File: config.mk
export PLATFORM = sky130hd
export DESIGN_NAME = axi_mm_burst_writer
export DESIGN_NICKNAME = d
export VERILOG_FILES = /design/src/rtl/axi_writer_pkg.sv /design/src/rtl/axi_burst_len_calc.sv /design/src/rtl/axi_mm_burst_writer.sv
export SDC_FILE = /design/constraint.sdc
export NUM_CORES = 1
export LEC_CHECK = 0
export CAP_MARGIN = 20
export CORE_UTILIZATION = 48
export CTS_CLUSTER_DIAMETER = 80
export DETAILED_ROUTE_END_ITERATION = 10
export PLACE_DENSITY = 0.81
export RECOVER_POWER = 50
export SYNTH_ARGS = -nofsm -noshare
export SYNTH_HDL_FRONTEND = slang
export SYNTH_HIERARCHICAL = 1
export SYNTH_SLANG_ARGS = --single-unit
File: constraint.sdc
create_clock -name clk -period 4.28 [get_ports clk]
set_input_delay 0.856 -clock clk [delete_from_list [all_inputs] [get_ports clk]]
set_output_delay 0.856 -clock clk [all_outputs]
set_load 0.02 [all_outputs]
File: src/rtl/axi_writer_pkg.sv
// ============================================================================
// Module : axi_writer_pkg
// Shared state encoding and AXI constants for the burst writer.
// Rev    : 1.0
// ============================================================================
`default_nettype none

package axi_writer_pkg;

  typedef enum logic [2:0] {
    ST_IDLE = 3'd0,
    ST_CALC = 3'd1,
    ST_AW   = 3'd2,
    ST_W    = 3'd3,
    ST_B    = 3'd4
  } wr_state_e;

  localparam logic [1:0] AXI_RESP_OKAY     = 2'b00;
  localparam int         BYTES_PER_BEAT    = 8;
  localparam int         BOUNDARY_4K_BEATS = 512;

endpackage

`default_nettype wire

File: src/rtl/axi_burst_len_calc.sv
// ============================================================================
// Module : axi_burst_len_calc
// Burst length = min(remaining, MAX_BURST, beats left before the 4 KB line).
// Rev    : 1.0
// ============================================================================
`default_nettype none

module axi_burst_len_calc
  import axi_writer_pkg::*;
#(
  parameter int MAX_BURST = 16
) (
  input  logic [31:0] remaining_i,
  input  logic [8:0]  beat_offset_i,
  output logic [8:0]  burst_o
);

  logic [9:0] w_to_4k;
  logic [8:0] w_rem_clamped;

  // beat_offset_i is addr[11:3], so w_to_4k ranges 1..512.
  assign w_to_4k       = 10'(BOUNDARY_4K_BEATS) - {1'b0, beat_offset_i};
  assign w_rem_clamped = (remaining_i > 32'(MAX_BURST)) ? 9'(MAX_BURST) : remaining_i[8:0];
  assign burst_o       = ({1'b0, w_rem_clamped} > w_to_4k) ? w_to_4k[8:0] : w_rem_clamped;

endmodule

`default_nettype wire

File: src/rtl/axi_mm_burst_writer.sv
// ============================================================================
// Module : axi_mm_burst_writer
// AXI4 write master: streams 64-bit beats into INCR bursts, one outstanding.
// Option : AXI_MM_BURST_WRITER_ABORT_EN - stop transfer on non-OKAY bresp.
// Rev    : 1.0
// ============================================================================
`default_nettype none

module axi_mm_burst_writer
  import axi_writer_pkg::*;
#(
  parameter int AXI_IDWIDTH = 4,
  parameter int AXI_AWIDTH  = 64,
  parameter int AXI_DWIDTH  = 64,
  parameter int MAX_BURST   = 16,
  parameter int AXI_ID      = 0
) (
  input  logic                   clk,
  input  logic                   rst,
  input  logic                   i_start,
  input  logic [AXI_AWIDTH-1:0]  i_addr,
  input  logic [31:0]            i_nbeats,
  output logic                   o_busy,
  output logic                   o_done,
  output logic                   o_err,
  input  logic                   i_s_valid,
  output logic                   o_s_ready,
  input  logic [AXI_DWIDTH-1:0]  i_s_data,
  input  logic                   m_axi_awready,
  output logic                   m_axi_awvalid,
  output logic [AXI_AWIDTH-1:0]  m_axi_awaddr,
  output logic [7:0]             m_axi_awlen,
  output logic [AXI_IDWIDTH-1:0] m_axi_awid,
  input  logic                   m_axi_wready,
  output logic                   m_axi_wvalid,
  output logic                   m_axi_wlast,
  output logic [AXI_DWIDTH-1:0]  m_axi_wdata,
  output logic                   m_axi_bready,
  input  logic                   m_axi_bvalid,
  input  logic [AXI_IDWIDTH-1:0] m_axi_bid,
  input  logic [1:0]             m_axi_bresp
);

  wr_state_e               state_q, state_d;
  logic [AXI_AWIDTH-1:0]   addr_q, addr_d;
  logic [AXI_AWIDTH-1:0]   awaddr_q, awaddr_d;
  logic [31:0]             rem_q, rem_d;
  logic [8:0]              burst_q, burst_d;
  logic [7:0]              awlen_q, awlen_d;
  logic [7:0]              cnt_q, cnt_d;
  logic                    err_q, err_d;
  logic                    done_q, done_d;

  logic [8:0]              w_burst;
  logic [8:0]              w_burst_m1;
  logic [31:0]             w_rem_next;
  logic                    w_resp_err;
  logic                    w_unused;

  axi_burst_len_calc #(
    .MAX_BURST (MAX_BURST)
  ) u_len_calc (
    .remaining_i   (rem_q),
    .beat_offset_i (addr_q[11:3]),
    .burst_o       (w_burst)
  );

  assign w_burst_m1 = w_burst - 9'd1;
  assign w_rem_next = rem_q - 32'(burst_q);
  assign w_resp_err = (m_axi_bresp != AXI_RESP_OKAY);
  assign w_unused   = ^{m_axi_bid, i_addr[2:0], w_burst_m1[8]};

  always_ff @(posedge clk) begin
    if (rst) begin
      state_q  <= ST_IDLE;
      addr_q   <= '0;
      awaddr_q <= '0;
      rem_q    <= '0;
      burst_q  <= '0;
      awlen_q  <= '0;
      cnt_q    <= '0;
      err_q    <= 1'b0;
      done_q   <= 1'b0;
    end else begin
      state_q  <= state_d;
      addr_q   <= addr_d;
      awaddr_q <= awaddr_d;
      rem_q    <= rem_d;
      burst_q  <= burst_d;
      awlen_q  <= awlen_d;
      cnt_q    <= cnt_d;
      err_q    <= err_d;
      done_q   <= done_d;
    end
  end

  always_comb begin
    state_d  = state_q;
    addr_d   = addr_q;
    awaddr_d = awaddr_q;
    rem_d    = rem_q;
    burst_d  = burst_q;
    awlen_d  = awlen_q;
    cnt_d    = cnt_q;
    err_d    = err_q;
    done_d   = 1'b0;
    case (state_q)
      ST_IDLE: begin
        if (i_start) begin
          err_d = 1'b0;
          if (i_nbeats != 32'd0) begin
            addr_d  = {i_addr[AXI_AWIDTH-1:3], 3'b000};
            rem_d   = i_nbeats;
            state_d = ST_CALC;
          end else begin
            done_d = 1'b1;
          end
        end
      end
      ST_CALC: begin
        burst_d  = w_burst;
        awaddr_d = addr_q;
        awlen_d  = w_burst_m1[7:0];
        cnt_d    = 8'd0;
        state_d  = ST_AW;
      end
      ST_AW: begin
        if (m_axi_awready) state_d = ST_W;
      end
      ST_W: begin
        if (i_s_valid && m_axi_wready) begin
          cnt_d = cnt_q + 8'd1;
          if (cnt_q == awlen_q) state_d = ST_B;
        end
      end
      ST_B: begin
        if (m_axi_bvalid) begin
          err_d  = err_q | w_resp_err;
          addr_d = addr_q + AXI_AWIDTH'({burst_q, 3'b000});
          rem_d  = w_rem_next;
          if (w_rem_next == 32'd0) begin
            state_d = ST_IDLE;
            done_d  = 1'b1;
`ifdef AXI_MM_BURST_WRITER_ABORT_EN
          end else if (w_resp_err) begin
            state_d = ST_IDLE;
            done_d  = 1'b1;
`endif
          end else begin
            state_d = ST_CALC;
          end
        end
      end
      default: state_d = ST_IDLE;
    endcase
  end

  // Data path is a pure pass-through while in W; outputs read zero elsewhere.
  assign o_busy        = (state_q != ST_IDLE);
  assign o_done        = done_q;
  assign o_err         = err_q;
  assign m_axi_awvalid = (state_q == ST_AW);
  assign m_axi_awaddr  = awaddr_q;
  assign m_axi_awlen   = awlen_q;
  assign m_axi_awid    = AXI_IDWIDTH'(AXI_ID);
  assign m_axi_wvalid  = (state_q == ST_W) && i_s_valid;
  assign o_s_ready     = (state_q == ST_W) && m_axi_wready;
  assign m_axi_wdata   = (state_q == ST_W) ? i_s_data : '0;
  assign m_axi_wlast   = (state_q == ST_W) && (cnt_q == awlen_q);
  assign m_axi_bready  = (state_q == ST_B);

endmodule

`default_nettype wire

After elaboration in Yosys (flattened, before gate mapping)
Cells that the tools add are included.

word-level totals
  logic and storage cells = 72
  input port bits = 173
  register bits after elaboration = 190
  output and inout bits = 148

operators by class
  equal/unequal tests = 11
  reductions and logical operators = 15
  add/subtract/negate cells = 5
  bitwise operators = 1
  order comparisons = 2
  mux-type cells = 29

operators with widths
  kind                                                                    number
  64-bit two-way mux                                                      4
  64-bit case mux with 2 select lines                                     1
  32-bit two-way mux                                                      3
  64-bit by 12-bit adder with 64-bit output                               1
  32-bit case mux with 2 select lines                                     1
  32-bit by 5-bit > comparator with 1-bit output (second input constant)  1
  32-bit zero test                                                        1
  32-bit nonzero test                                                     1
  32-bit by 9-bit subtractor with 32-bit output                           1
  3-bit two-way mux                                                       6
  9-bit two-way mux                                                       2
  8-bit case mux with 2 select lines                                      1
  3-bit case mux with 5 select lines                                      1
  9-bit by 10-bit > comparator with 1-bit output                          1
  2-bit != test (second input constant)                                   5
  10-bit by 9-bit subtractor with 10-bit output (first input constant)    1
  8-bit by 1-bit adder with 8-bit output (second input constant)          1
  8-bit == test                                                           1
  8-bit two-way mux                                                       1
  8-bit by 1-bit subtractor with 8-bit output (second input constant)     1
  1-bit two-way mux                                                       7
  3-bit by 2-bit == test with 1-bit output (second input constant)        2
  6-bit AND reduction                                                     1
  2-bit nonzero test                                                      3
  11 further kinds                                                        15

Logic depth before layout (Yosys ltp)
Gate-level depths: netlist (run 1).

  depth after elaboration = 5
  mapped depth = 18

Modules after synthesis
The synthesis (run 1) kept the hierarchy.

by module, submodules not included
  module               instances  area an instance (µm²)  seq. area each (µm²)  cells an instance
  axi_mm_burst_writer  1          10710.3                 3683.5                1473
  axi_burst_len_calc   1          501.7                   0.0                   71

Least setup slack after synthesis (run 1)
OpenSTA, ideal clock, no wires.

  path kind = register -> register
  start point = register addr_q[3]
  end point = register awlen_q[7] (netlist: m_axi_awlen[7])
  arrival time = 3.181 ns
  clock period less this slack = 3.267 ns
  stages on the path, launching flop included = 17
  path slack = 1.013 ns
  path buffers = 1
  path through = dfxtp_1 -> inv_1 -> ha_1 -> nand3b_1 -> nor4_1 -> xor2_1 -> ha_1 -> and3_1 -> a221oi_1 -> a21o_2 -> buf_6 -> mux2_4 -> nor3_1 -> nand2_1 -> nor3_1 -> xnor2_1 -> a211oi_1

between the ends
  cells in the longest elaborated chain, start to end = 4

ends and longest elaborated chain
  what                                             RTL line                   RTL
  start: declaration                               axi_mm_burst_writer.sv:45  logic [AXI_AWIDTH-1:0] addr_q, addr_d;
  start signal: assignment                         axi_mm_burst_writer.sv:86  addr_q <= addr_d;
  10-bit by 9-bit subtractor with 10-bit output *  axi_burst_len_calc.sv:22   assign w_to_4k = 10'(BOUNDARY_4K_BEATS) - {1'b0, beat_offset_i};
  9-bit by 10-bit > comparator with 1-bit output   axi_burst_len_calc.sv:24   assign burst_o = ({1'b0, w_rem_clamped} > w_to_4k) ? w_to_4k[8:0] : w_rem_clamped;
  9-bit two-way mux *                              axi_burst_len_calc.sv:24
  via w_burst[1]                                   axi_mm_burst_writer.sv:54  logic [8:0] w_burst;
  8-bit by 1-bit subtractor with 8-bit output *    axi_mm_burst_writer.sv:68  assign w_burst_m1 = w_burst - 9'd1;
  end signal: assignment                           axi_mm_burst_writer.sv:90  awlen_q <= awlen_d;
  end: declaration                                 axi_mm_burst_writer.sv:49  logic [7:0] awlen_q, awlen_d;

Mark *: on every way through the listed nets, which the timed path passes. The rest lies on a longest branch.
A chain may end at the register's enable or synchronous reset.

Worst setup path in the final report (run 1)
  start point = register rem_q[21]
  end point = register awlen_q[7] (netlist: m_axi_awlen[7])

between the ends
  cells in the longest elaborated chain, start to end = 5

ends and longest elaborated chain
  what                                              RTL line                   RTL
  start: declaration                                axi_mm_burst_writer.sv:47  logic [31:0] rem_q, rem_d;
  start signal: assignment                          axi_mm_burst_writer.sv:88  rem_q <= rem_d;
  32-bit by 5-bit > comparator with 1-bit output *  axi_burst_len_calc.sv:23   assign w_rem_clamped = (remaining_i > 32'(MAX_BURST)) ? 9'(MAX_BURST) : remaining_i[8:0];
  9-bit two-way mux *                               axi_burst_len_calc.sv:23
  9-bit by 10-bit > comparator with 1-bit output    axi_burst_len_calc.sv:24
  9-bit two-way mux *                               axi_burst_len_calc.sv:24
  via w_burst[1]                                    axi_mm_burst_writer.sv:54
  8-bit by 1-bit subtractor with 8-bit output *     axi_mm_burst_writer.sv:68

Marks and branches as above.

==> metrics.log, run 1 <==
[metrics] number of vias per cell after detailed routing: between 5 and 6
[metrics] post-layout util: 0.657
[metrics] status: complete, but fails checks
[metrics] count of inserted antenna diode cells: 0
[metrics] endpoint type of the worst setup path: flip-flop
[metrics] final RePlAce weighted congestion: 0.953
[metrics] post-synthesis cell area: 0.0112 sq mm
[metrics] number of slew-limit violations in the final report: 77
[metrics] Post-synth EDFFs: 0
[metrics] Max Fanout on Critical Path: 9
[metrics] buffers inserted by post-CTS timing repair: 0
[metrics] fin cells: 2,105
[metrics] DR WL/cell: between 15 and 20 um
[metrics] peak-usage layer in the global routing report: met2
[metrics] count of yosys warnings during synthesis: 6
[metrics] number of endpoints with negative hold slack in the final report: 0
[metrics] share of async-settable or async-resettable flops after synthesis: 0
[metrics] cell types with the largest area share after synthesis: dfxtp_1, nand2_1, a21oi_1, nor2_1, and3_1
[metrics] post-synthesis to final-layout area growth: 33.5%
[metrics] length in cells of the worst reg-to-reg path: 15
[metrics] Synth top area share: 0.329
[metrics] met1 Track Usage GR: 0.443
[metrics] final cycle utilization of the critical path: 0.929
[metrics] Max stage delay on crit path: approximately 490 ps
[metrics] H-tree depth reported by CTS: 4
[metrics] number of max-cap violations: 2
[metrics] clock slew at the register clock pins of the worst setup and hold paths: 70 ps
[metrics] Final Net Count: slightly below 2k
[metrics] ordered list of cells on the worst path: nor4_1, nand4_1, nor2_1, and2_1, ha_1, nor2b_1, o211ai_1, a21o_1, a21o_2, mux2_4, nor3_1, nand2_1, nor3_1, xnor2_1, a211oi_1
[metrics] Design Area, Final: 0.0150 sq mm
[metrics] total clock sinks: 184
[metrics] Post-synth top cells: nand2_1, dfxtp_1, nor2_1
[metrics] violated checks: max-capacitance violations, max-slew violations
[metrics] cell repeated most along the worst path: nor3_1
[metrics] highest clock rate: 0.252 GHz
[metrics] initial detailed-routing violation count: 1,186
[metrics] Synth Flop Type: dfxtp_1
[metrics] area leader, netlist: dfxtp_1
[metrics] number of buffers created by CTS: 17
[metrics] Initial DRT Pass Iterations: 6
[metrics] PostCTS Resize Cnt: 0
[metrics] clk_skew: 16.6 ps
[metrics] largest voltage drop on the vdd net: 0.000306 V
[metrics] Starting Density: 0.492
[metrics] DR DRC count: 0
[metrics] global routing met3 resource utilization: 0.0560
[metrics] chip width: ~150 um
[metrics] ratio of total power to cell area: approximately 560 mW/mm^2
[metrics] Worst Path Class, Setup: flip-flop to flip-flop
[metrics] gate count of the mapped netlist: 1,544
[metrics] slowest stage cell, crit path: nor2_1
[metrics] leakage power of the design: 5.88 nW
[metrics] slew at the pin closest to its max-slew limit: ~1800 ps
[metrics] number of rows created at floorplan: 55
[metrics] wire length of the first global-routing pass: 64,000 um
[metrics] Die Span Y: about 150 um
[metrics] post-synthesis sequential element count: 184
[metrics] Tmin final: around 4000 ps
[metrics] distinct cell type count after synthesis: 75
[metrics] Clock Root Buffer: clkbuf_16
[metrics] total placed instance area: 0.0144 sq mm
[metrics] Slew Limit Headroom: -0.204
[metrics] source of the worst hold timing path: m_axi_awaddr[8]
[metrics] CTS tree: done
[metrics] number of global-route vias before repair: approximately 11k
[metrics] worst path setup slack after routing: 304 ps
[metrics] number of vias in the routed layout: 12.5k
[metrics] maximum number of pins on one net before global-route repair: 104
[metrics] worst flop-to-flop path endpoint: m_axi_awlen[7]
[metrics] routing usage on met2: 0.560
[metrics] startpoint of the lowest-slack register-to-register path: rem_q[21]
[metrics] final antenna-violating net count: 0
[metrics] Total Routing Usage GR: 0.342
[metrics] kind of path behind the tightest hold check: flip-flop to flip-flop
[metrics] synthesized area per cell: between 7 and 8 sq um
[metrics] number of endpoints failing setup at the final stage: 0
[metrics] post-detail-place hpwl: 31,200 um
[metrics] Congestion Overflow GR: 0
[metrics] count of cells along the worst hold path: 2
[metrics] dpl ws: between 400 and 500 ps
[metrics] worst endpoint data arrival time: 4330 ps
[metrics] setup TNS: 0 ps
[metrics] IO Pins: 321
[metrics] die area: 0.0240 sq mm
[metrics] layout cell share with drive strength beyond 1: 0.0446
[metrics] total of buffers placed on input and output ports: around 310
[metrics] r2r setup slk: between 300 and 400 ps
[metrics] required time reported for the critical path endpoint: about 4600 ps
[metrics] Longest Clk Path Bufs: 2
[metrics] antenna violations before repair: 0
[metrics] routed wire length: 42,100 um
[metrics] sequential element share of the synthesized area: 0.329
[metrics] number of placed instances, taps included: 2,073
[metrics] most numerous cell in the Yosys netlist: nand2_1
[metrics] startpoint class of the critical path: flip-flop
[metrics] Std-Cell Core Area: approximately 0.023 sq mm
[metrics] Worst-Skew Late Latency: 450 ps
[metrics] unrepaired setup endpoints after global routing: false
[metrics] cts-stage hold buffer count: 0
[metrics] total of fill cells in the finished design: 2,036
[metrics] hold worst-path end: m_axi_awaddr[8]
[cell usage in the layout (no fill, tap or decap), types with 9 or more instances in the layout]
cell type / Yosys / layout
and3_1: 84 / 84
a21o_1: 13 / 13
or3_1: 15 / 15
xnor2_1: 14 / 14
o21ai_0: 58 / 58
xor2_1: 26 / 26
nor4_1: 32 / 32
o211ai_1: 9 / 9
clkbuf_16: 0 / 17
nor2_1: 146 / 145
dfxtp_1: 184 / 184
mux2i_1: 12 / 12
a21oi_1: 143 / 143
ha_1: 30 / 30
clkdlybuf4s50_1: 0 / 232
a211oi_1: 41 / 41
nor3_1: 49 / 49
nand2_1: 268 / 267
a22oi_1: 11 / 11
inv_1: 37 / 36
nand4_1: 22 / 22
o31ai_1: 12 / 12
a31oi_1: 16 / 16
o21ai_1: 15 / 15
nand3_1: 27 / 27
o22ai_1: 21 / 21
conb_1: 2 / 11
dlygate4sd3_1: 0 / 73
buf_4: 7 / 18
a311oi_1: 11 / 11
[stage by stage]
step / hold slack, ps / power [mW]
5_1_grt: 472 / 8.94
3_3_place_gp: 444 / 6.76
3_5_place_dp: 447 / 6.83
2_1_floorplan: 440 / 5.44
4_1_cts: 457 / 8.38
6_report: 451 / 8.39
[metal layers]
metal  up-vias  part of all wire
li1       6026                 -
met1      5828              0.42
met2       609              0.46
met3        78             0.078
met4         0             0.042
met5         -                 0
[final cells by class]
cell class	count	area [sq um]	share of cell area
clock inverter	14	135	0.00903
timing repair buffer	331	3250	0.217
inverter	37	139	0.00928
clock buffer	18	439	0.0293
sequential	184	3680	0.246
tap	313	392	0.0262
multi-input combinational	1208	6930	0.463
[power breakdown]
part | leakage [nW] | switching (mW) | internal (mW) | total [mW]
combinational | 4.10 | 2.60 | 1.66 | 4.26
clock | 0.285 | 0.772 | 0.786 | 1.56
sequential | 1.50 | 0.486 | 2.09 | 2.57
[state kept, by name, summed over array words and instances (netlist names)]
signal and count:
m_axi_awlen 8, o_done 1, addr_q 61, state_q 3, cnt_q 8, rem_q 32, burst_q 9, m_axi_awaddr 61
o_err 1
[critical path, delay by kind of cell, from the launching register on]
family          cells  cell delay (ps)
compound gates      4              770
flops               1              380
fa+ha+maj           1              250
mux                 1              340
simple gates        8             2050
xor+xnor            1               90
[logic make-up after synthesis]
| kind of cell | share of synthesized area |
|---|---|
| multiplexers | 0.0121 |
| other | 0.000670 |
| XOR/XNOR | 0.0312 |
| flip-flops | 0.329 |
| buffers and inverters | 0.0590 |
| AND/OR/NAND/NOR | 0.297 |
| adder cells (fa/ha/maj) | 0.0370 |
| AO/OA/AOI/OAI | 0.235 |
[worst max-delay path by stage]
| stage | startpoint | end | slack (ps) | depth (start not counted) |
|---|---|---|---|---|
| final | rem_q[21] | m_axi_awlen[7] | 300 | 15 |
| after global routing | rem_q[18] | m_axi_awlen[7] | 20 | 15 |
| after CTS | rem_q[21] | m_axi_awlen[7] | 420 | 15 |
| after detailed placement | rem_q[21] | m_axi_awlen[7] | 440 | 15 |
| after global placement | rem_q[21] | m_axi_awlen[7] | 470 | 15 |
| after floorplan | addr_q[3] | m_axi_awlen[7] | 1010 | 16 |
(Power assumes the default switching activity.)
==> run 2, diff against run 1 <==
Settings changed: CORE_UTILIZATION 48 to 30, PLACE_DENSITY 0.81 to default.
==> run 2 against run 1 <==
Compared with the run above: the flow still finishes with violations (max-capacitance violations, max-slew violations); utilization is 24 points lower; clock skew increased by 4.4 ps; fmax grew 5.9%; largest cell class unchanged.
==> metrics.log, run 2 (synthesized netlist as in run 1, its figures left out) <==
[metrics] fin cells: 2,262 (+7.5%)
[metrics] Die Span Y: 195 um (+26%)
[metrics] violated checks: max-capacitance violations, max-slew violations
[metrics] Clock Root Buffer: clkbuf_16
[metrics] total placed instance area: 0.0146 sq mm (+1.5%)
[metrics] number of endpoints with negative hold slack in the final report: 0 (unchanged)
[metrics] status: complete, but fails checks
[metrics] required time reported for the critical path endpoint: 3420 ps (-1220 ps)
[metrics] worst endpoint data arrival time: 2900 ps (-1430 ps)
[metrics] count of inserted antenna diode cells: 0 (unchanged)
[metrics] number of buffers created by CTS: 17 (unchanged)
[metrics] largest voltage drop on the vdd net: 0.000271 V (-12%)
[metrics] most used cells in the layout excluding fill and tap cells: nand2_1, clkdlybuf4s50_1, dfxtp_1, nor2_1, a21oi_1
[metrics] final RePlAce weighted congestion: 0.908 (-4.7%)
[metrics] Total Routing Usage GR: 0.230 (-0.112)
[metrics] startpoint class of the critical path: flip-flop
[metrics] chip width: 195 um (+26%)
[metrics] slew at the pin closest to its max-slew limit: 1830 ps (+24.6 ps)
[metrics] Longest Clk Path Bufs: 2 (unchanged)
[metrics] Design Area, Final: 0.0152 sq mm (+1.6%)
[metrics] buffers inserted by post-CTS timing repair: 0 (unchanged)
[metrics] H-tree depth reported by CTS: 4 (unchanged)
[metrics] Worst-Skew Late Latency: 450 ps (about the same)
[metrics] Initial DRT Pass Iterations: 5 (-1)
[metrics] number of vias in the routed layout: 12.4k (-1.5%)
[metrics] crit-path leading delay family: buffers and inverters
[metrics] die area: 0.0381 sq mm (+59%)
[metrics] final antenna-violating net count: 0 (unchanged)
[metrics] highest clock rate: 0.266 GHz (+5.9%)
[metrics] Pwr Total: 8.52 mW (+1.5%)
[metrics] number of slew-limit violations in the final report: 121 (+57%)
[metrics] slowest stage cell, crit path: clkbuf_2
[metrics] Std-Cell Core Area: 0.0367 sq mm (+61%)
[metrics] Tmin final: 3760 ps (-221 ps)
[metrics] DR WL/cell: 19.8 um (-1.0%)
[metrics] cts-stage hold buffer count: 0 (unchanged)
[metrics] final cycle utilization of the critical path: 0.877 (-0.0515)
[metrics] WP buf/inv: 2 (+2)
[metrics] leakage power of the design: 5.89 nW (about the same)
[metrics] DR DRC count: 0 (unchanged)
[metrics] total of buffers placed on input and output ports: 306 (unchanged)
[metrics] clk_skew: 21.0 ps (+4.38 ps)
[metrics] total clock sinks: 184 (unchanged)
[metrics] unrepaired setup endpoints after global routing: false
[metrics] Congestion Overflow GR: 0 (unchanged)
[metrics] endpoint type of the worst setup path: primary output
[metrics] most common cell after layout, fill and taps aside: nand2_1
[metrics] number of endpoints failing setup at the final stage: 0 (unchanged)
[metrics] Max stage delay on crit path: 810 ps (+320 ps)
[metrics] number of max-cap violations: 2 (unchanged)
[metrics] Starting Density: 0.306 (-0.187)
[metrics] IO Pins: 321 (unchanged)
[metrics] number of global-route vias before repair: 11.6k (+2.2%)
[metrics] antenna violations before repair: 1 (+1)
[metrics] CTS tree: done
[metrics] clock slew at the register clock pins of the worst setup and hold paths: 80 ps (about the same)
[metrics] ordered list of cells on the worst path: clkbuf_2, nor3b_1, clkdlybuf4s50_1
[metrics] post-detail-place hpwl: 32,900 um (+5.3%)
[metrics] number of placed instances, taps included: 2,230 (+7.6%)
[metrics] number of vias per cell after detailed routing: 5.46 (-8.4%)
[metrics] post-layout util: 0.414 (-0.243)
[metrics] kind of path behind the tightest hold check: flip-flop to flip-flop
[metrics] Worst Path Class, Setup: flip-flop to primary output
[metrics] Slew Limit Headroom: -0.220 (-0.0164)
[metrics] PostCTS Resize Cnt: 0 (unchanged)
[metrics] Max Fanout on Critical Path: 73 (+64)
[metrics] routed wire length: 44,800 um (+6.4%)
[metrics] post-synthesis to final-layout area growth: 35.6%
[metrics] ratio of total power to cell area: 560 mW/mm^2 (about the same)
[metrics] setup TNS: 0 ps (unchanged)
[metrics] layout cell share with drive strength beyond 1: 0.0457 (+0.00107)
[metrics] number of rows created at floorplan: 70 (+27%)
[metrics] initial detailed-routing violation count: 978 (-18%)
[metrics] Final Net Count: 1,986 (+0.10%)
[metrics] maximum number of pins on one net before global-route repair: 104 (unchanged)
[metrics] wire length of the first global-routing pass: 68,400 um (+6.8%)
run 2: cell count changes in the layout (fill, tap and decap cells not counted):
| cell | before | now |
|---|---|---|
| clkinvlp_4 | 0 | 3 |
| clkdlybuf4s50_1 | 232 | 234 |
| clkinv_2 | 2 | 0 |
| clkinv_4 | 4 | 2 |
| dlygate4sd3_1 | 73 | 71 |
| inv_8 | 2 | 4 |
| buf_12 | 2 | 3 |
| buf_4 | 18 | 19 |
| bufinv_16 | 0 | 1 |
| clkbuf_2 | 2 | 3 |
| clkbuf_8 | 1 | 0 |
| clkinv_8 | 2 | 1 |
| inv_6 | 4 | 3 |
run 2: where the power goes:
part	total [mW]	internal [mW]	switching, mW
clock	1.64	0.832	0.805
combinational	4.32	1.68	2.64
sequential	2.56	2.09	0.476
total	8.52	4.60	3.92
run 2: stage by stage:
stage | setup slack [ps] | hold slack (ps)
5_1_grt | 178 | 473
2_1_floorplan | 1010 | 440
3_5_place_dp | 478 | 446
6_report | 525 | 451
4_1_cts | 568 | 456
3_3_place_gp | 556 | 445
run 2: final cells by class:
cell class                 count  area (sq um)
timing repair buffer         333          3280
clock buffer                  18           429
sequential                   184          3680
fill                        3732         21500
tap                          468           586
clock inverter                14           158
inverter                      37           139
multi-input combinational   1208          6930
run 2: worst paths after layout:
path                    start  slack (ps)          endpoint  cells after the start
max                state_q[1]         520     m_axi_awvalid                      3
min          m_axi_awaddr[34]         450  m_axi_awaddr[34]                      2
max reg2reg         addr_q[3]         550    m_axi_awlen[7]                     15
min reg2reg  m_axi_awaddr[34]         450  m_axi_awaddr[34]                      2
run 2: worst register-to-register path, stage by stage (launching register included):
cell	delay (ps)
dfxtp_1	380
inv_1	110
ha_1	200
nand3b_1	170
nor4_1	270
xor2_1	140
ha_1	300
and3_1	180
a221oi_1	270
a21o_2	320
mux2_4	350
nor3_1	290
nand2_1	130
nor3_1	190
xnor2_1	140
a211oi_1	80
run 2: metal layers:
metal  vias up  track usage  routed length (um)
met3        61       0.0449                2790
met5         -            0                  13
met4         2       0.0738                1090
li1       6019            -                   -
met1      5799        0.299               20000
met2       469        0.382               20900
==> run 3, diff against run 2 <==
Settings changed: CORE_MARGIN from default to 2.
==> run 3 against run 2 <==
Compared with the run above: the flow still finishes with violations (max-capacitance violations, max-slew violations); die area increased by 2.1%; sequential share of layout area about the same; non-clock buffer count increased by 1; worst setup slack got worse by 29 ps; critical path depth increased by 5; sequential cell count unchanged; sequential power about the same; combinational power increased by 0.9%.
==> metrics.log, run 3 (synthesized netlist as in run 1, its figures left out) <==
[metrics] Std-Cell Core Area: 0.0367 sq mm (unchanged)
[metrics] number of slew-limit violations in the final report: 116 (-4.1%)
[metrics] r2r setup slk: 560 ps (about the same)
[metrics] combinational fraction of design power: 0.509 (+0.002)
[metrics] post-detail-place hpwl: 33,300 um (+1.3%)
[metrics] number of vias per cell after detailed routing: 5.49 (+0.47%)
[metrics] chip width: 197 um (+1.0%)
[metrics] Die Span Y: 197 um (+1.0%)
[metrics] power spent charging and discharging nets: 3.92 mW (about the same)
[metrics] final cycle utilization of the critical path: 0.884 (+0.00673)
[metrics] ratio of total power to cell area: 562 mW/mm^2 (+0.33%)
[metrics] clock slew at the register clock pins of the worst setup and hold paths: 70 ps (about the same)
[metrics] sequential cell fraction of total power: 0.301 (about the same)
[metrics] Initial DRT Pass Iterations: 6 (+1)
[metrics] length in cells of the worst reg-to-reg path: 16 (+1)
[metrics] startpoint class of the critical path: input pin
[metrics] H-tree depth reported by CTS: 4 (unchanged)
[metrics] most common cell after layout, fill and taps aside: nand2_1
[metrics] Starting Density: 0.306 (unchanged)
[metrics] worst endpoint data arrival time: 4090 ps (+1190 ps)
[metrics] number of endpoints with negative hold slack in the final report: 0 (unchanged)
[metrics] cts-stage hold buffer count: 0 (unchanged)
[metrics] number of max-cap violations: 2 (unchanged)
[metrics] DR DRC count: 0 (unchanged)
[metrics] count of cells along the worst hold path: 2 (unchanged)
[metrics] Hold WS: 455 ps (+3.28 ps)
[metrics] Worst-Skew Late Latency: 450 ps (about the same)
[metrics] final antenna-violating net count: 0 (unchanged)
[metrics] largest voltage drop on the vdd net: 0.000288 V (+6.6%)
[metrics] Clock Root Buffer: clkbuf_16
[metrics] violated checks: max-capacitance violations, max-slew violations
[metrics] sw frac: 0.459 (-0.00188)
[metrics] source of the worst hold timing path: m_axi_awaddr[27]
[metrics] highest clock rate: 0.264 GHz (-0.76%)
[metrics] initial detailed-routing violation count: 944 (-3.5%)
[metrics] final RePlAce weighted congestion: 0.920 (+1.3%)
[metrics] slew at the pin closest to its max-slew limit: 1920 ps (+90.7 ps)
[metrics] CTS tree: done
[metrics] maximum number of pins on one net before global-route repair: 103 (-0.96%)
[metrics] hold worst-path end: m_axi_awaddr[27]
[metrics] Total Routing Usage GR: 0.226 (-0.00415)
[metrics] most used cells in the layout excluding fill and tap cells: nand2_1, clkdlybuf4s50_1, dfxtp_1, nor2_1, a21oi_1
[metrics] leakage power of the design: 5.91 nW (+0.34%)
[metrics] total clock sinks: 184 (unchanged)
[metrics] startpoint of the lowest-slack register-to-register path: rem_q[29]
[metrics] share of power burned in the clock network: 0.190 (-0.002)
[metrics] Longest Clk Path Bufs: 2 (unchanged)
[metrics] antenna violations before repair: 2 (+1)
[metrics] number of rows created at floorplan: 70 (unchanged)
[metrics] fin cells: 2,264 (+0.088%)
[metrics] endpoint type of the worst setup path: flip-flop
[metrics] Worst Path Class, Setup: input pin to flip-flop
[metrics] DR WL/cell: 20.0 um (+0.86%)
[metrics] setup TNS: 0 ps (unchanged)
[metrics] Congestion Overflow GR: 0 (unchanged)
[metrics] dpl ws: 571 ps (+93.4 ps)
[metrics] routed wire length: 45,200 um (+0.95%)
[metrics] number of global-route vias before repair: 11.8k (+2.0%)
[metrics] Slew Limit Headroom: -0.281 (-0.0605)
[metrics] Max Fanout on Critical Path: 34 (-53%)
[metrics] Final Net Count: 1,987 (+0.050%)
[metrics] Int Pwr: 4.63 mW (+0.82%)
[metrics] die area: 0.0389 sq mm (+2.1%)
[metrics] buffers inserted by post-CTS timing repair: 0 (unchanged)
[metrics] required time reported for the critical path endpoint: 4590 ps (+1170 ps)
[metrics] number of vias in the routed layout: 12.4k (+0.56%)
[metrics] Tmin final: 3780 ps (+28.8 ps)
[metrics] wire length of the first global-routing pass: 68,600 um (+0.39%)
[metrics] layout cell share with drive strength beyond 1: 0.0485 (+0.00276)
[metrics] worst flop-to-flop path endpoint: m_axi_awlen[7]
[metrics] number of endpoints failing setup at the final stage: 0 (unchanged)
[metrics] total of buffers placed on input and output ports: 306 (unchanged)
[metrics] number of placed instances, taps included: 2,231 (+0.045%)
[metrics] status: complete, but fails checks
[metrics] post-synthesis to final-layout area growth: 35.8%
[metrics] IO Pins: 321 (unchanged)
[metrics] worst path setup slack after routing: 496 ps (-28.8 ps)
[metrics] unrepaired setup endpoints after global routing: false
[metrics] clk_skew: 13.9 ps (-7.06 ps)
[metrics] PostCTS Resize Cnt: 0 (unchanged)
[metrics] kind of path behind the tightest hold check: flip-flop to flip-flop
[metrics] number of buffers created by CTS: 17 (unchanged)
## run 3: area by class of cell
type / count / area [sq um]
clock buffers: 19 / 453
inverters: 37 / 139
repair buffers: 334 / 3300
flip-flops and latches: 184 / 3680
multi-input cells: 1208 / 6930
clock inverters: 13 / 134
fillers: 3839 / 21500
well taps: 468 / 586
diodes: 1 / 2.50
## run 3: per-layer routing
| metal | wire [um] | GRT usage |
|---|---|---|
| met1 | 20000 | 0.288 |
| met3 | 3100 | 0.0456 |
| met5 | 13 | 0 |
| met2 | 20800 | 0.378 |
| met4 | 1310 | 0.0796 |
## run 3: power groups by stage
stage / combinational [mW] / clock [mW] / sequential [mW]
after floorplan: 2.90 / 0 / 2.54
after global placement: 4.33 / 0 / 2.60
after detailed placement: 4.37 / 0 / 2.61
after CTS: 4.39 / 1.66 / 2.57
after global routing: 4.81 / 1.72 / 2.64
final: 4.36 / 1.62 / 2.57
## run 3: worst max-delay path by stage
stage | start | cells after the start | slack, ps | end
5_1_grt | addr_q[5] | 14 | 150 | m_axi_awlen[7]
2_1_floorplan | addr_q[3] | 16 | 1010 | m_axi_awlen[7]
4_1_cts | rem_q[29] | 16 | 580 | m_axi_awlen[7]
3_3_place_gp | i_start | 8 | 630 | rem_q[14]
3_5_place_dp | i_start | 8 | 570 | rem_q[14]
6_report | i_start | 8 | 500 | rem_q[14]
## run 3: per-stage QoR
step            util  instance area, sq um  total power [mW]
5_1_grt        0.415                 15200              9.17
3_5_place_dp   0.399                 14700              6.98
2_1_floorplan      -                 11200              5.44
4_1_cts        0.415                 15200              8.62
6_report       0.415                 15200              8.56
3_3_place_gp   0.399                 14700              6.92
## run 3: worst max-delay path, cell delays in order
cell           delay [ps]
dlygate4sd3_1         580
mux2i_1                90
nor3_1                420
nor2b_2              1150
buf_4                 530
o21ai_0               150
a22oi_1               230
nor2_1                 50
